==> src/rtl/pq_pkg.sv <==
// pq_pkg: shared operation/state encodings and default sizing for the
// priority-queue arbiter slice.
package pq_pkg;

  typedef enum logic {
    OP_ENQ = 1'b0,
    OP_DEQ = 1'b1
  } op_e;

  typedef enum logic [1:0] {
    RUN   = 2'd0,
    FLUSH = 2'd1,
    WAIT  = 2'd2
  } state_e;

  localparam int DEF_KW    = 8;
  localparam int DEF_DEPTH = 16;

endpackage

==> src/rtl/pq_arbiter_rr.sv <==
// rr_arbiter: rotating-priority one-hot grant over an eligibility mask; the
// pointer names the highest-priority requester and moves past each grant.
module rr_arbiter #(
  parameter int NREQ = 4,
  parameter int IW   = $clog2(NREQ)
) (
  input  logic            clk,
  input  logic            rst_n,
  input  logic [NREQ-1:0] elig,
  input  logic            adv,
  output logic [NREQ-1:0] gnt,
  output logic [IW-1:0]   gnt_idx
);

  logic [IW-1:0] ptr_q;
  logic [IW-1:0] ptr_d;
  logic          found;

  function automatic logic [IW-1:0] wrap_add(input logic [IW-1:0] base, input int off);
    int sum;
    sum = int'(base) + off;
    if (sum >= NREQ) begin
      sum = sum - NREQ;
    end else begin
      sum = sum;
    end
    return IW'(sum);
  endfunction

  // first eligible requester at or after the pointer wins
  always_comb begin
    gnt     = '0;
    gnt_idx = '0;
    found   = 1'b0;
    for (int off = 0; off < NREQ; off++) begin
      if (!found && elig[wrap_add(ptr_q, off)]) begin
        found   = 1'b1;
        gnt_idx = wrap_add(ptr_q, off);
      end else begin
        found = found;
      end
    end
    gnt[gnt_idx] = found;
  end

  always_comb begin
    if (adv) begin
      ptr_d = wrap_add(gnt_idx, 1);
    end else begin
      ptr_d = ptr_q;
    end
  end

  always_ff @(posedge clk or negedge rst_n) begin
    if (!rst_n) begin
      ptr_q <= '0;
    end else begin
      ptr_q <= ptr_d;
    end
  end

endmodule

==> src/rtl/pq_arbiter.sv <==
// pq_arbiter: serialises requester ENQ/DEQ traffic onto one priority-queue port,
// tracks occupancy, routes dequeued keys back, flushes, and monitors min-first order.
module pq_arbiter
  import pq_pkg::*;
#(
  parameter int NREQ    = 4,
  parameter int KW      = DEF_KW,
  parameter int DEPTH   = DEF_DEPTH,
  parameter int DEQ_LAT = 2,
  parameter int IW      = $clog2(NREQ),
  parameter int CW      = $clog2(DEPTH + 1)
) (
  input  logic               clk,
  input  logic               rst_n,
  input  logic [NREQ-1:0]    req_valid,
  input  logic [NREQ-1:0]    req_op,
  input  logic [NREQ*KW-1:0] req_data,
  output logic [NREQ-1:0]    req_ready,
  output logic               pq_enq,
  output logic               pq_deq,
  output logic [KW-1:0]      pq_din,
  input  logic [KW-1:0]      pq_dout,
  output logic               rsp_valid,
  output logic [IW-1:0]      rsp_id,
  output logic [KW-1:0]      rsp_data,
  input  logic               flush,
  output logic               flush_done,
  output logic [CW-1:0]      count,
  output logic               order_err
);

  state_e state_q, state_d;

  logic [CW-1:0] count_q, count_d;
  logic          pq_enq_q, pq_enq_d;
  logic          pq_deq_q, pq_deq_d;
  logic [KW-1:0] pq_din_q, pq_din_d;
  logic          rsp_valid_q, rsp_valid_d;
  logic [IW-1:0] rsp_id_q, rsp_id_d;
  logic [KW-1:0] rsp_data_q, rsp_data_d;
  logic          flush_done_q, flush_done_d;
  logic          order_err_q, order_err_d;
  logic [KW-1:0] last_key_q, last_key_d;
  logic          last_vld_q, last_vld_d;

  // stage DEQ_LAT lines up with pq_dout; disc marks flush dequeues to drop
  logic [DEQ_LAT:0]         pipe_vld_q, pipe_vld_d;
  logic [DEQ_LAT:0]         pipe_disc_q, pipe_disc_d;
  logic [DEQ_LAT:0][IW-1:0] pipe_id_q, pipe_id_d;

  logic [NREQ-1:0] elig;
  logic [NREQ-1:0] gnt;
  logic [IW-1:0]   gnt_idx;
  logic            grant;
  op_e             gnt_op;
  logic [KW-1:0]   gnt_data;
  logic            enq_grant;
  logic            deq_grant;
  logic            issue_deq;
  logic            run_grant_en;
  logic            flush_issue;
  logic            pipe_drain;
  logic            deliver;

  rr_arbiter #(
    .NREQ(NREQ),
    .IW  (IW)
  ) u_rr (
    .clk    (clk),
    .rst_n  (rst_n),
    .elig   (elig),
    .adv    (grant),
    .gnt    (gnt),
    .gnt_idx(gnt_idx)
  );

  always_ff @(posedge clk or negedge rst_n) begin
    if (!rst_n) begin
      state_q <= RUN;
    end else begin
      state_q <= state_d;
    end
  end

  always_comb begin
    state_d = state_q;
    case (state_q)
      RUN:     state_d = flush ? FLUSH : RUN;
      FLUSH:   state_d = (count_q == '0) ? WAIT : FLUSH;
      WAIT:    state_d = flush_done_q ? RUN : WAIT;
      default: state_d = RUN;
    endcase
  end

  // in WAIT only older stages can still hold work, so this predicts "empty next cycle"
  always_comb begin
    run_grant_en = 1'b0;
    flush_issue  = 1'b0;
    flush_done_d = 1'b0;
    pipe_drain   = ~|pipe_vld_q[DEQ_LAT-1:0];
    case (state_q)
      RUN:     run_grant_en = !flush;
      FLUSH:   flush_issue  = (count_q != '0);
      WAIT:    flush_done_d = pipe_drain && !flush_done_q;
      default: run_grant_en = 1'b0;
    endcase
  end

  always_comb begin
    elig = '0;
    for (int i = 0; i < NREQ; i++) begin
      if (req_op[i] == OP_DEQ) begin
        elig[i] = run_grant_en && req_valid[i] && (count_q != '0);
      end else begin
        elig[i] = run_grant_en && req_valid[i] && (count_q < CW'(DEPTH));
      end
    end
  end

  always_comb begin
    grant     = |gnt;
    gnt_op    = op_e'(req_op[gnt_idx]);
    gnt_data  = req_data[int'(gnt_idx)*KW +: KW];
    enq_grant = grant && (gnt_op == OP_ENQ);
    deq_grant = grant && (gnt_op == OP_DEQ);
    issue_deq = deq_grant || flush_issue;
  end

  always_comb begin
    if (enq_grant) begin
      count_d = count_q + CW'(1);
    end else if (issue_deq) begin
      count_d = count_q - CW'(1);
    end else begin
      count_d = count_q;
    end

    pq_enq_d = enq_grant;
    pq_deq_d = issue_deq;
    pq_din_d = enq_grant ? gnt_data : '0;

    pipe_vld_d  = {pipe_vld_q[DEQ_LAT-1:0], issue_deq};
    pipe_disc_d = {pipe_disc_q[DEQ_LAT-1:0], flush_issue};
    pipe_id_d   = {pipe_id_q[DEQ_LAT-1:0], gnt_idx};

    deliver     = pipe_vld_q[DEQ_LAT] && !pipe_disc_q[DEQ_LAT];
    rsp_valid_d = deliver;
    rsp_id_d    = deliver ? pipe_id_q[DEQ_LAT] : '0;
    rsp_data_d  = deliver ? pq_dout : '0;

    // a fresh enqueue may legitimately introduce a smaller key
    order_err_d = order_err_q || (deliver && last_vld_q && (pq_dout < last_key_q));
    last_key_d  = deliver ? pq_dout : last_key_q;
    if (enq_grant) begin
      last_vld_d = 1'b0;
    end else if (deliver) begin
      last_vld_d = 1'b1;
    end else begin
      last_vld_d = last_vld_q;
    end
  end

  always_ff @(posedge clk or negedge rst_n) begin
    if (!rst_n) begin
      count_q      <= '0;
      pq_enq_q     <= 1'b0;
      pq_deq_q     <= 1'b0;
      pq_din_q     <= '0;
      rsp_valid_q  <= 1'b0;
      rsp_id_q     <= '0;
      rsp_data_q   <= '0;
      flush_done_q <= 1'b0;
      order_err_q  <= 1'b0;
      last_key_q   <= '0;
      last_vld_q   <= 1'b0;
      pipe_vld_q   <= '0;
      pipe_disc_q  <= '0;
      pipe_id_q    <= '0;
    end else begin
      count_q      <= count_d;
      pq_enq_q     <= pq_enq_d;
      pq_deq_q     <= pq_deq_d;
      pq_din_q     <= pq_din_d;
      rsp_valid_q  <= rsp_valid_d;
      rsp_id_q     <= rsp_id_d;
      rsp_data_q   <= rsp_data_d;
      flush_done_q <= flush_done_d;
      order_err_q  <= order_err_d;
      last_key_q   <= last_key_d;
      last_vld_q   <= last_vld_d;
      pipe_vld_q   <= pipe_vld_d;
      pipe_disc_q  <= pipe_disc_d;
      pipe_id_q    <= pipe_id_d;
    end
  end

  assign req_ready  = gnt;
  assign pq_enq     = pq_enq_q;
  assign pq_deq     = pq_deq_q;
  assign pq_din     = pq_din_q;
  assign rsp_valid  = rsp_valid_q;
  assign rsp_id     = rsp_id_q;
  assign rsp_data   = rsp_data_q;
  assign flush_done = flush_done_q;
  assign count      = count_q;
  assign order_err  = order_err_q;

endmodule

==> config.mk <==
export PLATFORM = sky130hd
export DESIGN_NAME = pq_arbiter
export DESIGN_NICKNAME = d
export VERILOG_FILES = /design/src/rtl/pq_pkg.sv /design/src/rtl/pq_arbiter_rr.sv /design/src/rtl/pq_arbiter.sv
export SDC_FILE = /design/constraint.sdc
export NUM_CORES = 1
export LEC_CHECK = 0
export BUFFER_PORTS_ARGS = -buffer_cell sky130_fd_sc_hd__buf_2
export CORE_ASPECT_RATIO = 0.5
export CORE_MARGIN = 4
export CORE_UTILIZATION = 38
export CTS_BUF_LIST = sky130_fd_sc_hd__clkbuf_2 sky130_fd_sc_hd__clkbuf_4 sky130_fd_sc_hd__clkbuf_8
export CTS_CLUSTER_SIZE = 10
export DETAILED_ROUTE_END_ITERATION = 10
export HOLD_SLACK_MARGIN = 0.03
export PLACE_DENSITY = 0.68
export SYNTH_ARGS = -nofsm -noshare
export SYNTH_HDL_FRONTEND = slang
export SYNTH_SLANG_ARGS = --single-unit
==> constraint.sdc <==
create_clock -name clk -period 4.79 [get_ports clk]
set_clock_uncertainty 0.05 [all_clocks]
set_input_delay 0.2395 -clock clk [delete_from_list [all_inputs] [get_ports clk]]
set_output_delay 0.2395 -clock clk [all_outputs]
set_load 0.02 [all_outputs]
==> qor.txt <==
number of library cell types mapped by synthesis: 42
Least-Margin Pin Slew: 0.8524 ns
Tot GR Track Use: 13.69%
initial antenna violation count: 0
vias: 1856
remaining antenna violation count after routing: 0
Sequential Power Share: 41.3%
vias in the first global route: 1863
dpl hpwl: 4039 µm
setup total negative slack: 0 ns
cell count after synthesis: 221
worst path arrival time: 3.90 ns
post-synth net total: 287
top cell family by delay on the critical path: compound AO/OA/AOI/OAI gates
Final setup viols: 0
Bufs and invs on worst path: 0
Crit-path slowest cell: dfrtp_1
Finished Core Util: 50.58%
internal power: 980.5 µW
CTS clock-pin slew for the worst setup and hold paths: 0.09 ns
Root Driver: clkbuf_8
fin. max-slew vios: 0
Layout Nets: 373
Netlist Area Pre-Place: 2511 µm²
drt wl/cell: 13.31 µm
largest area contributor in the netlist: dfrtp_1
CTS buffer count: 5
CTS resizes: 0
CTS tree: yes
number of antenna diodes: 0
CP max stage delay: 0.45 ns
Clk pwr share: 21.1%
Most common cell on crit path: mux2i_1
crit path kind: flop to flop
io pins: 83
max-cap viol count: 0
crit path launch type: flop
CTS Buffer Depth: 2
global-route wire length before repair: 8811 µm
Hold WC Path Type: input port to flop
final wirelength: 5271 µm
proportion of layout cells with a drive suffix above 1: 33.77%
maximum vdd drop: 0.1620 mV
fin cells: 396
Commonest cells post-synth: dfrtp_1, a211oi_1, inv_1
Logic pwr share: 37.6%
EDFF count, synth: 0
Net Sw Frac: 35.60%
Core Region: 6231 µm²
DRT Pass-1 Iters: 4
CP Cell Sequence: nor3_2, a311o_1, o21bai_1, a211oi_4, mux2i_1, mux2i_1, nand2b_2, ha_1, nor2b_1, o21ai_0, nand2b_1, a211oi_1, a21oi_2, xor2_1
placed cells: 387
status: finished, final reports clean
pre-CTS setup slack: 1.034 ns
Crit path required time: 4.93 ns
clk_lat worst skew: 0.30 ns
grt total ovfl: 0
fin crit period: 3.765 ns
clock sink count: 52
Avg Inst Size Synth: 11.36 µm²
P&R area growth vs syn: 25.51%
Die Width: 123.0 µm
final hold vios: 0
residual DRC count: 0
die area: 8052 µm²
Final Cycle Share: 78.59%
Port Buffers: 82
pwr dens: 483.1 nW/µm²
leakage dissipation: 1.596 nW
Main synth FF type: dfrtp_1
crit path setup slack, layout: 1.025 ns
Cell Rows: 20
vias per cell: 4.687
Synth top area share: 51.82%
design area: 3152 µm²
NetSw: 542.1 µW
flops & latches, synth: 52
htree depth: 2
Slew headroom: 42.91%
top cells by area, synth: dfrtp_1, ha_1, a211oi_1, mux2i_1, and2_1
RSZ-0062 raised after global routing: no
f_max: 265.6 MHz
CP endpoint kind: flop
sequential-to-total area share from yosys stat: 51.82%
largest net degree at the start of global routing: 53
DR iter-0 viols: 95
CP max FO: 13
Starting Density: 40.30%
asr flop ratio synth: 100.0%
placed cell area: 3015 µm²
most common cell in the netlist: dfrtp_1
routability cong.: 0.8485
Synth Warn #: 0
Die Ht: 65.48 µm
power groups by stage:
stage	registers (mW)	clock network [mW]	logic, mW
floorplan	0.684	0	0.355
global placement	0.632	0	0.557
detailed placement	0.640	0	0.574
CTS	0.631	0.329	0.581
global route	0.646	0.349	0.649
finish	0.629	0.321	0.572
worst register-to-register path: stages (launching register included):
cell	delay, ns
dfrtp_1	0.45
nor3_2	0.38
a311o_1	0.35
o21bai_1	0.13
a211oi_4	0.35
mux2i_1	0.23
mux2i_1	0.12
nand2b_2	0.34
ha_1	0.42
nor2b_1	0.15
o21ai_0	0.14
nand2b_1	0.11
a211oi_1	0.23
a21oi_2	0.06
xor2_1	0.15
final timing paths:
path,from,to,cells past startpoint,slack (ns)
min in group asynchronous,rst_n,state_q[1],3,0.53
max reg2reg,count[1],count[4],14,1.03
max in group asynchronous,rst_n,rsp_data[1],3,3.74
min reg2reg,pipe_disc_q[0],pipe_disc_q[1],0,0.30
min,pq_dout[0],rsp_data[0],2,0.12
max,count[1],count[4],14,1.03
layout by cell type (no fill, tap or decap), types with 2 or more instances in the layout:
master	count
buf_2	82
dfrtp_1	52
inv_1	18
a211oi_1	18
and2_1	15
ha_1	14
mux2i_1	11
nor2_1	10
nor2b_1	8
o21bai_1	8
nand2_1	7
o21ai_0	7
and2b_1	7
clkbuf_8	7
a21o_1	6
a21oi_1	3
nand2b_1	3
xor2_1	3
buf_4	3
a311oi_1	2
a31oi_1	2
inv_2	2
area by class of cell:
type | count | area [µm²]
clock buffer | 7 | 96.34
tap | 88 | 110.1
timing repair buffer | 86 | 442.9
multi-input combinational | 142 | 1096
fill | 590 | 3079
inverter | 20 | 75.07
sequential | 52 | 1301
clock inverter | 1 | 30.03
through the flow:
| step | hold WS (ns) | power (mW) |
|---|---|---|
| 6_report | 0.1205 | 1.523 |
| 4_1_cts | 0.1118 | 1.542 |
| 3_3_place_gp | 0.2826 | 1.189 |
| 5_1_grt | 0.1210 | 1.644 |
| 2_1_floorplan | -0.1061 | 1.039 |
| 3_5_place_dp | 0.2858 | 1.214 |
cells by family (layout without fill, tap and decap cells):
| group | Yosys count | after routing | share of synthesized area, % |
|---|---|---|---|
| AND/OR/NAND/NOR | 56 | 56 | 12.86 |
| AO/OA/AOI/OAI | 55 | 55 | 16.79 |
| flip-flops | 52 | 52 | 51.82 |
| buffers and inverters | 27 | 114 | 4.534 |
| adder cells (fa/ha/maj) | 15 | 15 | 7.773 |
| multiplexers | 12 | 12 | 4.833 |
| XOR/XNOR | 4 | 4 | 1.395 |
registers in the layout, summed over array words and instances, names as in the netlist:
register     cells
count            5
flush_done       1
last_key_q       8
last_vld_q       1
order_err        1
pipe_disc_q      3
pipe_id_d        4
pipe_id_q        2
pipe_vld_q       3
pq_din           8
pq_enq           1
rsp_data         8
rsp_id           2
rsp_valid        1
state_q          2
u_rr.ptr_q       2
metal layers:
layer	wire, µm	track usage, %	vias up
met1	2294	17.16	898
met4	41	3.347	0
li1	-	-	928
met2	2784	24.54	26
met3	150	2.580	4
met5	0	0	-
repair_timing:
action,4_1_cts,5_1_grt
endpoints found under the setup margin,0,0
hold buffers,1,0
endpoints found under the hold margin,52,0
setup buffers,0,0
No activity file was read; power rests on OpenSTA's default activity.
